`config.mk`:
```
export PLATFORM = sky130hd
export DESIGN_NAME = udp_axil_cmd_bridge
export DESIGN_NICKNAME = d
export VERILOG_FILES = /design/src/rtl/udp_axil_cmd_bridge.sv
export SDC_FILE = /design/constraint.sdc
export NUM_CORES = 1
export LEC_CHECK = 0
export BUFFER_PORTS_ARGS = -buffer_cell sky130_fd_sc_hd__clkbuf_2
export CORE_ASPECT_RATIO = 0.8
export CORE_MARGIN = 5
export CORE_UTILIZATION = 40
export CTS_CLUSTER_SIZE = 28
export DETAILED_ROUTE_END_ITERATION = 12
export HOLD_SLACK_MARGIN = 0.05
export PLACE_DENSITY_LB_ADDON = 0.25
export SYNTH_ARGS = -nofsm -noshare
export SYNTH_HDL_FRONTEND = slang
export SYNTH_SLANG_ARGS = --single-unit
```
`constraint.sdc`:
```
create_clock -name clk -period 5.32 [get_ports clk]
set_input_delay 0 -clock clk [delete_from_list [all_inputs] [get_ports clk]]
set_output_delay 0 -clock clk [all_outputs]
set_load 0.005 [all_outputs]
```
`src/rtl/udp_axil_cmd_bridge.sv`:
```
// -----------------------------------------------------------------------------
// udp_axil_cmd_bridge
//
// Turns fixed-format byte command packets from the UDP RX payload stream into
// single-word AXI-Lite reads or writes. After each command it returns a 6-byte
// response packet on the outbound byte stream. One command is handled at a
// time, and everything runs in the clk domain.
//
// Command (big-endian):  op | addr[31:24] .. addr[7:0] | data[31:24] .. data[7:0]
//   op 0x01 = write (9 bytes), op 0x02 = read (5 bytes). Any extra bytes up to
//   tlast are accepted and dropped.
// Response:              op|0x80 | data[31:24] .. data[7:0] | status (tlast)
//   status 0x00 ok, 0x01 unknown opcode, 0x02 short packet, 0x03 timeout,
//   0x04 slave returned a non-OKAY response. The data field is zero for any
//   non-zero status.
//
// Ports:
//   clk, reset         clock, synchronous active-high reset
//   s_axis_*           command byte stream in (tdata/tvalid/tready/tlast)
//   m_axis_*           response byte stream out (tdata/tvalid/tready/tlast)
//   m_axil_aw*/w*/b*   AXI-Lite write channels (wstrb is always 4'hF)
//   m_axil_ar*/r*      AXI-Lite read channels
//   busy               high whenever the bridge is not idle
//
// Parameters:
//   ADDR_WIDTH      AXI address width. The command address is truncated to
//                   this width and word-aligned.
//   TIMEOUT_CYCLES  AXI wait limit. Used only with UDP_AXIL_BRIDGE_TIMEOUT_EN.
//
// Optional feature (compile-time macro UDP_AXIL_BRIDGE_TIMEOUT_EN):
//   When it is defined, an AXI transaction that has not completed within
//   TIMEOUT_CYCLES cycles is abandoned and reported with status 0x03. When it
//   is undefined, the bridge waits indefinitely.
// -----------------------------------------------------------------------------
module udp_axil_cmd_bridge #(
  parameter int ADDR_WIDTH     = 16,
  parameter int TIMEOUT_CYCLES = 1024
) (
  input  logic                  clk,
  input  logic                  reset,

  input  logic [7:0]            s_axis_tdata,
  input  logic                  s_axis_tvalid,
  output logic                  s_axis_tready,
  input  logic                  s_axis_tlast,

  output logic [7:0]            m_axis_tdata,
  output logic                  m_axis_tvalid,
  input  logic                  m_axis_tready,
  output logic                  m_axis_tlast,

  output logic [ADDR_WIDTH-1:0] m_axil_awaddr,
  output logic                  m_axil_awvalid,
  input  logic                  m_axil_awready,
  output logic [31:0]           m_axil_wdata,
  output logic [3:0]            m_axil_wstrb,
  output logic                  m_axil_wvalid,
  input  logic                  m_axil_wready,
  input  logic [1:0]            m_axil_bresp,
  input  logic                  m_axil_bvalid,
  output logic                  m_axil_bready,
  output logic [ADDR_WIDTH-1:0] m_axil_araddr,
  output logic                  m_axil_arvalid,
  input  logic                  m_axil_arready,
  input  logic [31:0]           m_axil_rdata,
  input  logic [1:0]            m_axil_rresp,
  input  logic                  m_axil_rvalid,
  output logic                  m_axil_rready,

  output logic                  busy
);

  localparam logic [7:0] OP_WRITE    = 8'h01;
  localparam logic [7:0] OP_READ     = 8'h02;

  localparam logic [7:0] ST_OK       = 8'h00;
  localparam logic [7:0] ST_BAD_OP   = 8'h01;
  localparam logic [7:0] ST_SHORT    = 8'h02;
  localparam logic [7:0] ST_RESP_ERR = 8'h04;

  typedef enum logic [2:0] {
    S_IDLE,
    S_RX_ADDR,
    S_RX_DATA,
    S_DRAIN,
    S_AXI_WR,
    S_AXI_RD,
    S_TX_RESP
  } state_t;

  state_t                  state, state_next;

  logic [7:0]              opcode;
  logic [7:0]              status, status_next;
  logic [ADDR_WIDTH-1:0]   addr;
  logic [31:0]             data;
  logic [1:0]              rx_cnt;       // byte index within the addr/data field
  logic [2:0]              tx_cnt;       // response byte index 0..5
  logic                    aw_valid_q, w_valid_q, ar_valid_q;
  logic                    data_clear;   // force the response data to zero
  logic                    in_hs, out_hs, r_hs;
  logic                    enter_wr, enter_rd;
  logic                    timeout_hit;

  // ---------------------------------------------------------------------------
  // Stream and AXI handshake signals
  // ---------------------------------------------------------------------------
  // tready is gated by reset so that the input reads as not-ready while reset
  // is held, even though the state is already IDLE.
  assign s_axis_tready = ~reset && (state == S_IDLE || state == S_RX_ADDR ||
                                    state == S_RX_DATA || state == S_DRAIN);
  assign in_hs         = s_axis_tvalid && s_axis_tready;

  assign m_axis_tvalid = (state == S_TX_RESP);
  assign m_axis_tlast  = (state == S_TX_RESP) && (tx_cnt == 3'd5);
  assign out_hs        = m_axis_tvalid && m_axis_tready;

  always_comb begin
    case (tx_cnt)
      3'd0:    m_axis_tdata = opcode | 8'h80;
      3'd1:    m_axis_tdata = data[31:24];
      3'd2:    m_axis_tdata = data[23:16];
      3'd3:    m_axis_tdata = data[15:8];
      3'd4:    m_axis_tdata = data[7:0];
      3'd5:    m_axis_tdata = status;
      default: m_axis_tdata = 8'h00;
    endcase
  end

  assign m_axil_awaddr  = addr & ~ADDR_WIDTH'(3);
  assign m_axil_araddr  = addr & ~ADDR_WIDTH'(3);
  assign m_axil_wdata   = data;
  assign m_axil_wstrb   = 4'hF;
  assign m_axil_awvalid = aw_valid_q;
  assign m_axil_wvalid  = w_valid_q;
  assign m_axil_arvalid = ar_valid_q;
  assign m_axil_bready  = (state == S_AXI_WR);
  // The read data channel opens only once the address has been taken.
  assign m_axil_rready  = (state == S_AXI_RD) && !ar_valid_q;
  assign r_hs           = m_axil_rvalid && m_axil_rready;

  assign busy = (state != S_IDLE);

  assign enter_wr = (state_next == S_AXI_WR) && (state != S_AXI_WR);
  assign enter_rd = (state_next == S_AXI_RD) && (state != S_AXI_RD);

  // ---------------------------------------------------------------------------
  // Optional AXI wait timeout
  // ---------------------------------------------------------------------------
`ifdef UDP_AXIL_BRIDGE_TIMEOUT_EN
  logic [31:0] wait_cnt;

  // The counter reads k in the k-th cycle (0-based) of an AXI state. The last
  // allowed cycle is therefore TIMEOUT_CYCLES-1, which keeps the request valid
  // for exactly TIMEOUT_CYCLES cycles.
  assign timeout_hit = (state == S_AXI_WR || state == S_AXI_RD) &&
                       (wait_cnt == 32'(TIMEOUT_CYCLES - 1));

  always_ff @(posedge clk) begin
    if (reset) begin
      wait_cnt <= '0;
    end else if (enter_wr || enter_rd) begin
      wait_cnt <= '0;
    end else if (state == S_AXI_WR || state == S_AXI_RD) begin
      wait_cnt <= wait_cnt + 32'd1;
    end
  end
`else
  assign timeout_hit = 1'b0;
`endif

  // ---------------------------------------------------------------------------
  // FSM state register
  // ---------------------------------------------------------------------------
  // NOTE: clocked state uses non-blocking assignments, so that every flop
  // samples the pre-edge values no matter how the processes are ordered.
  always_ff @(posedge clk) begin
    if (reset) state <= S_IDLE;
    else       state <= state_next;
  end

  // ---------------------------------------------------------------------------
  // FSM next state and response status
  // ---------------------------------------------------------------------------
  // NOTE: every output of this block gets a default first. Any path that
  // leaves a variable unassigned would otherwise infer a latch.
  always_comb begin
    state_next  = state;
    status_next = status;
    data_clear  = 1'b0;

    case (state)
      S_IDLE: begin
        if (in_hs) begin
          if (s_axis_tdata == OP_WRITE || s_axis_tdata == OP_READ) begin
            status_next = ST_OK;
            if (s_axis_tlast) begin
              state_next  = S_TX_RESP;
              status_next = ST_SHORT;
              data_clear  = 1'b1;
            end else begin
              state_next = S_RX_ADDR;
            end
          end else begin
            status_next = ST_BAD_OP;
            data_clear  = 1'b1;
            state_next  = s_axis_tlast ? S_TX_RESP : S_DRAIN;
          end
        end
      end

      S_RX_ADDR: begin
        if (in_hs) begin
          if (rx_cnt != 2'd3) begin
            if (s_axis_tlast) begin
              state_next  = S_TX_RESP;
              status_next = ST_SHORT;
              data_clear  = 1'b1;
            end
          end else if (opcode == OP_WRITE) begin
            if (s_axis_tlast) begin
              state_next  = S_TX_RESP;
              status_next = ST_SHORT;
              data_clear  = 1'b1;
            end else begin
              state_next = S_RX_DATA;
            end
          end else begin
            state_next = s_axis_tlast ? S_AXI_RD : S_DRAIN;
          end
        end
      end

      S_RX_DATA: begin
        if (in_hs) begin
          if (rx_cnt != 2'd3) begin
            if (s_axis_tlast) begin
              state_next  = S_TX_RESP;
              status_next = ST_SHORT;
              data_clear  = 1'b1;
            end
          end else begin
            state_next = s_axis_tlast ? S_AXI_WR : S_DRAIN;
          end
        end
      end

      // The drain destination follows from what was parsed before it: an
      // unknown opcode goes straight to the error response, and a complete
      // command goes on to its AXI transaction.
      S_DRAIN: begin
        if (in_hs && s_axis_tlast) begin
          if (status == ST_BAD_OP)     state_next = S_TX_RESP;
          else if (opcode == OP_WRITE) state_next = S_AXI_WR;
          else                         state_next = S_AXI_RD;
        end
      end

      // A completed transaction takes priority over a timeout in the same cycle.
      S_AXI_WR: begin
        if (m_axil_bvalid) begin
          state_next = S_TX_RESP;
          if (m_axil_bresp != 2'b00) begin
            status_next = ST_RESP_ERR;
            data_clear  = 1'b1;
          end
        end else if (timeout_hit) begin
          state_next  = S_TX_RESP;
          status_next = 8'h03;
          data_clear  = 1'b1;
        end
      end

      S_AXI_RD: begin
        if (r_hs) begin
          state_next = S_TX_RESP;
          if (m_axil_rresp != 2'b00) begin
            status_next = ST_RESP_ERR;
            data_clear  = 1'b1;
          end
        end else if (timeout_hit) begin
          state_next  = S_TX_RESP;
          status_next = 8'h03;
          data_clear  = 1'b1;
        end
      end

      S_TX_RESP: begin
        if (out_hs && tx_cnt == 3'd5) state_next = S_IDLE;
      end

      default: state_next = S_IDLE;
    endcase
  end

  // ---------------------------------------------------------------------------
  // Datapath: command fields, counters and AXI valids
  // ---------------------------------------------------------------------------
  always_ff @(posedge clk) begin
    if (reset) begin
      opcode     <= '0;
      status     <= '0;
      addr       <= '0;
      data       <= '0;
      rx_cnt     <= '0;
      tx_cnt     <= '0;
      aw_valid_q <= 1'b0;
      w_valid_q  <= 1'b0;
      ar_valid_q <= 1'b0;
    end else begin
      status <= status_next;

      if (state == S_IDLE && in_hs) begin
        opcode <= s_axis_tdata;
        rx_cnt <= '0;
      end

      // The shift keeps only the low ADDR_WIDTH bits of the 32-bit address.
      if (state == S_RX_ADDR && in_hs) begin
        addr   <= ADDR_WIDTH'({addr, s_axis_tdata});
        rx_cnt <= rx_cnt + 2'd1;
      end

      if (state == S_RX_DATA && in_hs) begin
        data   <= {data[23:0], s_axis_tdata};
        rx_cnt <= rx_cnt + 2'd1;
      end

      if (r_hs) data <= m_axil_rdata;

      if (data_clear) data <= '0;

      if (state != S_TX_RESP)  tx_cnt <= '0;
      else if (out_hs)         tx_cnt <= (tx_cnt == 3'd5) ? 3'd0 : tx_cnt + 3'd1;

      // AW and W open together on entry, and each closes on its own handshake.
      if (enter_wr) begin
        aw_valid_q <= 1'b1;
        w_valid_q  <= 1'b1;
      end else if (state_next != S_AXI_WR) begin
        aw_valid_q <= 1'b0;
        w_valid_q  <= 1'b0;
      end else begin
        if (m_axil_awready) aw_valid_q <= 1'b0;
        if (m_axil_wready)  w_valid_q  <= 1'b0;
      end

      if (enter_rd)                     ar_valid_q <= 1'b1;
      else if (state_next != S_AXI_RD)  ar_valid_q <= 1'b0;
      else if (m_axil_arready)          ar_valid_q <= 1'b0;
    end
  end

endmodule

```
==> results of run 1 <==
[cells in the mapped netlist (all sizes together) (3+ instances only)]
cell,instances
clkbuf,24
inv,10
o21ai,12
a211oi,33
nor3b,4
nand2b,5
dfxtp,70
a21oi,32
nor2,56
nand3,5
and3,4
nand2,42
buf,41
mux2i,48
nor2b,6
a22oi,7
xnor2,3
nor3,5
and2,3
mux2,3
nor4b,3
[path summary, 6_finish.rpt]
check                 startpoint               to  slack (ns)  depth (start not counted)
hold / removal    m_axil_arready   m_axil_arvalid        0.08                          4
setup reg to reg        state[2]  m_axil_wdata[1]        2.09                          5
setup / recovery        state[2]  m_axil_wdata[1]        2.09                          5
hold reg to reg          addr[0]          addr[8]        0.45                          2
[logic make-up (layout without fill, tap and decap cells)]
family	Yosys count	in the layout	share of synthesized area, %
compound gates	105	105	18.1
other cells	2	8	0.195
mux	52	52	14.0
flops	70	70	36.4
simple gates	149	149	19.0
xor+xnor	3	3	0.683
fa+ha+maj	2	2	0.650
buf+inv	75	202	10.9
[cell type report]
type / instances / area (um^2) / share of cell area, %
clock inverters: 5 / 33.8 / 0.672
inverters: 10 / 37.5 / 0.747
well taps: 119 / 149 / 2.96
multi-input cells: 319 / 2050 / 40.9
repair buffers: 176 / 1110 / 22.1
clock buffers: 11 / 243 / 4.83
flip-flops and latches: 70 / 1400 / 27.9
[layer usage]
metal	GRT usage, %	up-vias	routed length, um
met2	31.5	114	5440
li1	-	1838	-
met1	26.6	1760	5420
met3	6.11	13	704
met4	5.28	0	131
met5	0	-	0
[sequential cells by signal, summed over array words and instances, names as in the netlist]
signal          cells
rx_cnt              2
status              3
state               3
opcode              8
m_axil_wdata       32
m_axil_awvalid      1
tx_cnt              3
addr               16
m_axil_wvalid       1
m_axil_arvalid      1
[cell usage in the layout, fill, tap and decap left out, drive strengths merged, types with 4 or more instances in the layout]
cell	count
dlygate4sd3	45
nand2b	5
a211oi	33
nor2b	6
clkbuf	141
and3	4
conb	8
mux2i	48
nor2	56
nor3b	4
inv	11
nand2	42
a21oi	32
nor3	5
o21ai	12
dfxtp	70
a22oi	7
nand3	5
[per-stage QoR]
step | hold slack (ns) | instance area [um^2] | total power, W | util, % | setup WS [ns]
after floorplan | 0.136 | 3870 | 0.000692 | - | 3.47
after detailed placement | 0.276 | 4300 | 0.000760 | 45.1 | 2.71
after global placement | 0.274 | 4300 | 0.000759 | 45.1 | 2.90
after global routing | 0.0905 | 5030 | 0.00139 | 52.7 | 1.86
final | 0.0760 | 5030 | 0.00134 | 52.7 | 2.09
after CTS | 0.0506 | 5030 | 0.00135 | 52.7 | 2.12
[what timing repair did]
action,CTS,global route
hold endpoints to repair,52,0
resized for setup,0,0
hold buffers,45,0
[power by group through the flow]
| stage | Sequential (W) | Clock (W) | Combinational, W |
|---|---|---|---|
| 2_1_floorplan | 0.000564 | 0 | 0.000128 |
| 3_3_place_gp | 0.000579 | 0 | 0.000180 |
| 3_5_place_dp | 0.000580 | 0 | 0.000181 |
| 4_1_cts | 0.000569 | 0.000576 | 0.000207 |
| 5_1_grt | 0.000572 | 0.000593 | 0.000229 |
| 6_report | 0.000569 | 0.000560 | 0.000207 |
[critical path, stage by stage (launching register included)]
cell and delay, ns:
dfxtp_1 0.70, nor4bb_1 0.63, nand2_2 0.77, nor2_1 0.30
a211oi_1 0.08, dlygate4sd3_1 0.62
==> results.md, run 1 <==
* Status: finished clean
* Critical path fanouts, max at 63
* Hpwl dp at 8100 um
* Register area share after synthesis at 36.4%
* Die H at 97.7 um
* Ranking of synthesized cells by area: dfxtp_1 36%, mux2i_1 12%, buf_4 7.0%
* Worst setup EP type: flop
* Logic pwr share at 15.5%
* Largest area contributor in the netlist: dfxtp_1
* Distinct cells, synth at 53
* Inst Count DP at 649
* Die X at 120 um
* Async S/R FF share, synth at 0%
* Gate Count Post-Synth at 458
* Max Freq at 0.309 GHz
* Worst-Margin Slew at 1.13 ns
* # nets final at 642
* Worst slew margin at 24.4%
* I/O pin cnt at 139
* EDFF count, synth at 0
* Core Rows at 32
* Vias in the first global route at 3,698
* Layout cells sized above 1 at 27.1%
* Initial DRC Count at 286
* WP data arrival at 3.46 ns
* Core area at 9530 um^2
* Seq cells post-synth at 70
* Max IR drop VDD at 0.000137 V
* Sequential Power Share at 42.6%
* Total global-route track usage at 19.9%
* Ys Warns at 0
* Crit Path Class: reg2reg
* Skew final at 0.00671 ns
* Antenna-violating nets left at 0
* Worst Path Required at 5.54 ns
* Grt total ovfl at 0
* DR vias at 3,725
* HP Class: in2reg
* P_leak at 2.34 nW
* Vias per cell at 5.25
* RSZ-0062 raised after global routing: false
* GP Congestion at 0.840
* Syn_area_per_cell at 8.40 um^2
* Starting Density at 40.4%
* Total Wirelength at 11,700 um
* CTS Root Buffer Type: clkbuf_16
* Final Instance Count excl. Fillers at 710
* Psw at 0.000367 W
* Clock share of power at 41.9%
* Htree depth at 3
* Crit start category: flop
* Post-CTS setup buffers at 0
* Clk sinks at 70
* Period minus WS final at 3.23 ns
* Power Internal at 0.000970 W
* DR pass1 iterations at 4
* First-pass GRT wire length at 18,900 um
* Dominant synthesized flop cell: dfxtp_1
* Worst skew pair latency at 0.34 ns
* Die area at 11,700 um^2
* Maximum clock path buffer count at 2
* Largest net degree at the start of global routing at 64
* Maxcap violations at 0
* Final setup fails at 0
* Clk slew on worst S/H paths at 0.06 ns
* Final Cycle Share at 60.8%
* TritonCTS Buffers at 9
* Pwr Density at 266 nW/um^2
* DRC violations left at 0
* Wire per inst at 16.5 um
* Mapped Area at 3850 um^2
* Pins over their slew limit at 0
* Final Hold Vio Count at 0
* Yosys top cell area share at 36.4%
* Fillcell total at 920
* Antenna diodes at 0
* Switching fraction of total power at 27.4%
* Layout area overhead at 30.6%
* Port bufs at 130
* CTS tree: built
* Fin Setup TNS at 0 ns
* Initial antenna violation count at 0
(Power assumes the default switching activity.)
==> run 2, diff against run 1 <==
Clock period 5.32 ns to 3.3 ns, I/O delays scaled along.
==> run 2 against run 1 <==
Worst hold slack improved by 0.022 ns. Global-route usage down 0.30 points. Non-clock buffer count up 7. Critical path type unchanged.
==> results.md, run 2 (synthesized netlist as in run 1, its figures left out) <==
* Hold path start: s_axis_tvalid (was m_axil_arready)
* Post-CTS setup buffers at 0 (unchanged)
* Worst reg2reg startpoint: state[2] (unchanged)
* DR WL met2 at 5380 um (was 5440 um)
* Pwr Density at 439 nW/um^2 (was 266 nW/um^2)
* Status: finished clean (unchanged)
* Final Cycle Share at 90.7% (was 60.8%)
* Starting Density at 40.4% (unchanged)
* Commonest non-fill, non-tap cell in the layout: clkbuf_2 (unchanged)
* Pins over their slew limit at 0 (unchanged)
* Skew final at 0.00707 ns (was 0.00671 ns)
* Critical Path Max Stage Delay at 0.74 ns (was 0.77 ns)
* Max Freq at 0.334 GHz (was 0.309 GHz)
* Highest Signal Layer: met4 (unchanged)
* Resize count post-CTS at 0 (unchanged)
* I/O pin cnt at 139 (unchanged)
* Crit start category: flop (unchanged)
* CP bufs+invs at 2 (was 1)
* Vias per cell at 5.33 (was 5.25)
* Worst-Margin Slew at 0.997 ns (was 1.13 ns)
* GP Congestion at 0.892 (was 0.840)
* Max FFs per register at 32 (unchanged)
* CTS tree: built (unchanged)
* Clk sinks at 70 (unchanged)
* Total global-route track usage at 19.7% (was 19.9%)
* # nets final at 649 (was 642)
* RSZ-0062 raised after global routing: false (unchanged)
* Critical path fanouts, max at 32 (was 63)
* Inst Count DP at 654 (was 649)
* Htree depth at 3 (unchanged)
* Worst setup EP type: flop (unchanged)
* DR vias at 3,819 (was 3,725)
* Layout cells sized above 1 at 27.6% (was 27.1%)
* Antenna-violating nets left at 0 (unchanged)
* Slowest CP cell: dfxtp_1 (was nand2_2)
* Period minus WS final at 2.99 ns (was 3.23 ns)
* Largest net degree at the start of global routing at 64 (unchanged)
* HP Class: in2reg (unchanged)
* Worst slew margin at 33.3% (was 24.4%)
* DR pass1 iterations at 4 (unchanged)
* Final Hold Vio Count at 0 (unchanged)
* Maximum clock path buffer count at 2 (unchanged)
* Initial DRC Count at 295 (was 286)
* Maxcap violations at 0 (unchanged)
* Antenna diodes at 0 (unchanged)
* Routed wl met3 at 867 um (was 704 um)
* Crit Path Class: reg2reg (unchanged)
* Vias in the first global route at 3,667 (was 3,698)
* Die H at 97.7 um (unchanged)
* Worst-path cell chain: nor4bb_1, and2_1, a221oi_1, nand3b_1, buf_4, a211oi_1, dlygate4sd3_1 (was nor4bb_1, nand2_2, nor2_1, a211oi_1, dlygate4sd3_1)
* Hpwl dp at 8160 um (was 8100 um)
* Die X at 120 um (unchanged)
* Core Rows at 32 (unchanged)
* DRC violations left at 0 (unchanged)
* Worst skew pair latency at 0.34 ns (about the same)
* Fin Setup TNS at 0 ns (unchanged)
* Die area at 11,700 um^2 (unchanged)
* CTS Root Buffer Type: clkbuf_16 (unchanged)
* CP Launch Point: state[2] (unchanged)
* Worst Path Required at 3.52 ns (was 5.54 ns)
* Grt total ovfl at 0 (unchanged)
* Clk slew on worst S/H paths at 0.06 ns (about the same)
* Wire per inst at 16.5 um (about the same)
* Initial antenna violation count at 0 (unchanged)
* Port bufs at 130 (unchanged)
* Met1 WL at 5420 um (about the same)
* Total Wirelength at 11,800 um (was 11,700 um)
* Layout area overhead at 32.7% (was 30.6%)
* WP data arrival at 3.22 ns (was 3.46 ns)
* Most frequent cells in the layout: 130 x clkbuf_2, 70 x dfxtp_1, 56 x nor2_1, 48 x mux2i_1, 47 x dlygate4sd3_1 (was 130 x clkbuf_2, 70 x dfxtp_1, 56 x nor2_1, 48 x mux2i_1, 45 x dlygate4sd3_1)
* Final Instance Count excl. Fillers at 717 (was 710)
* CP top delay family: simple AND/OR/NAND/NOR gates (unchanged)
* First-pass GRT wire length at 18,900 um (about the same)
* Final setup fails at 0 (unchanged)
* Core area at 9530 um^2 (unchanged)
* Max IR drop VDD at 0.000296 V (was 0.000137 V)
* P_leak at 2.37 nW (was 2.34 nW)
* TritonCTS Buffers at 9 (unchanged)
* Layout Utilization at 53.6% (was 52.7%)
[run 2: cell count changes in the layout (fill, tap and decap cells not counted), sizes merged]
cell | before | now
clkinv | 2 | 1
bufinv | 0 | 1
clkbuf | 141 | 140
buf | 1 | 6
clkinvlp | 2 | 3
dlygate4sd3 | 45 | 47
[run 2: worst paths after layout]
path	end	depth (start not counted)	slack, ns
hold / removal	rx_cnt[0]	4	0.1
hold reg to reg	addr[8]	2	0.45
setup reg to reg	m_axil_wdata[7]	7	0.31
setup / recovery	m_axil_wdata[7]	7	0.31
[run 2: cell type report]
class / instances / area, um^2
Tap cell: 119 / 149
Inverter: 10 / 37.5
Sequential cell: 70 / 1400
Timing Repair Buffer: 183 / 1170
Clock inverter: 6 / 70.1
Multi-Input combinational cell: 319 / 2050
Fill cell: 909 / 4420
Clock buffer: 10 / 229
[run 2: report_power, final]
group / switching (W) / internal, W
combinational: 0.000176 / 0.000163
clock: 0.000397 / 0.000589
sequential: 0.0000444 / 0.000874
total: 0.000617 / 0.00163
[run 2: worst reg2reg max path: cells and delay by family (launching register included)]
| kind | cells | cell delay [ns] |
|---|---|---|
| compound gates | 2 | 0.23 |
| flops | 1 | 0.74 |
| buf+inv | 2 | 0.95 |
| simple gates | 3 | 0.96 |
[run 2: metrics by stage]
stage	area (um^2)	power (W)	setup slack (ns)	hold WS, ns
after floorplan	3870	0.00112	1.45	0.136
after global placement	4340	0.00122	0.944	0.279
after detailed placement	4340	0.00122	0.955	0.278
after CTS	5110	0.00225	0.432	0.0781
after global routing	5110	0.00232	0.137	0.134
final	5110	0.00224	0.306	0.0984
[run 2: what timing repair did]
item	CTS	global route
endpoints found under the setup margin	0	0
hold buffers	47	0
endpoints found under the hold margin	53	0
[run 2: layer usage]
metal  vias up  global-route usage, %
li1       1852                      -
met1      1797                   26.7
met2       153                   30.9
met3        17                   5.59
met4         0                   4.93
met5         -                      0
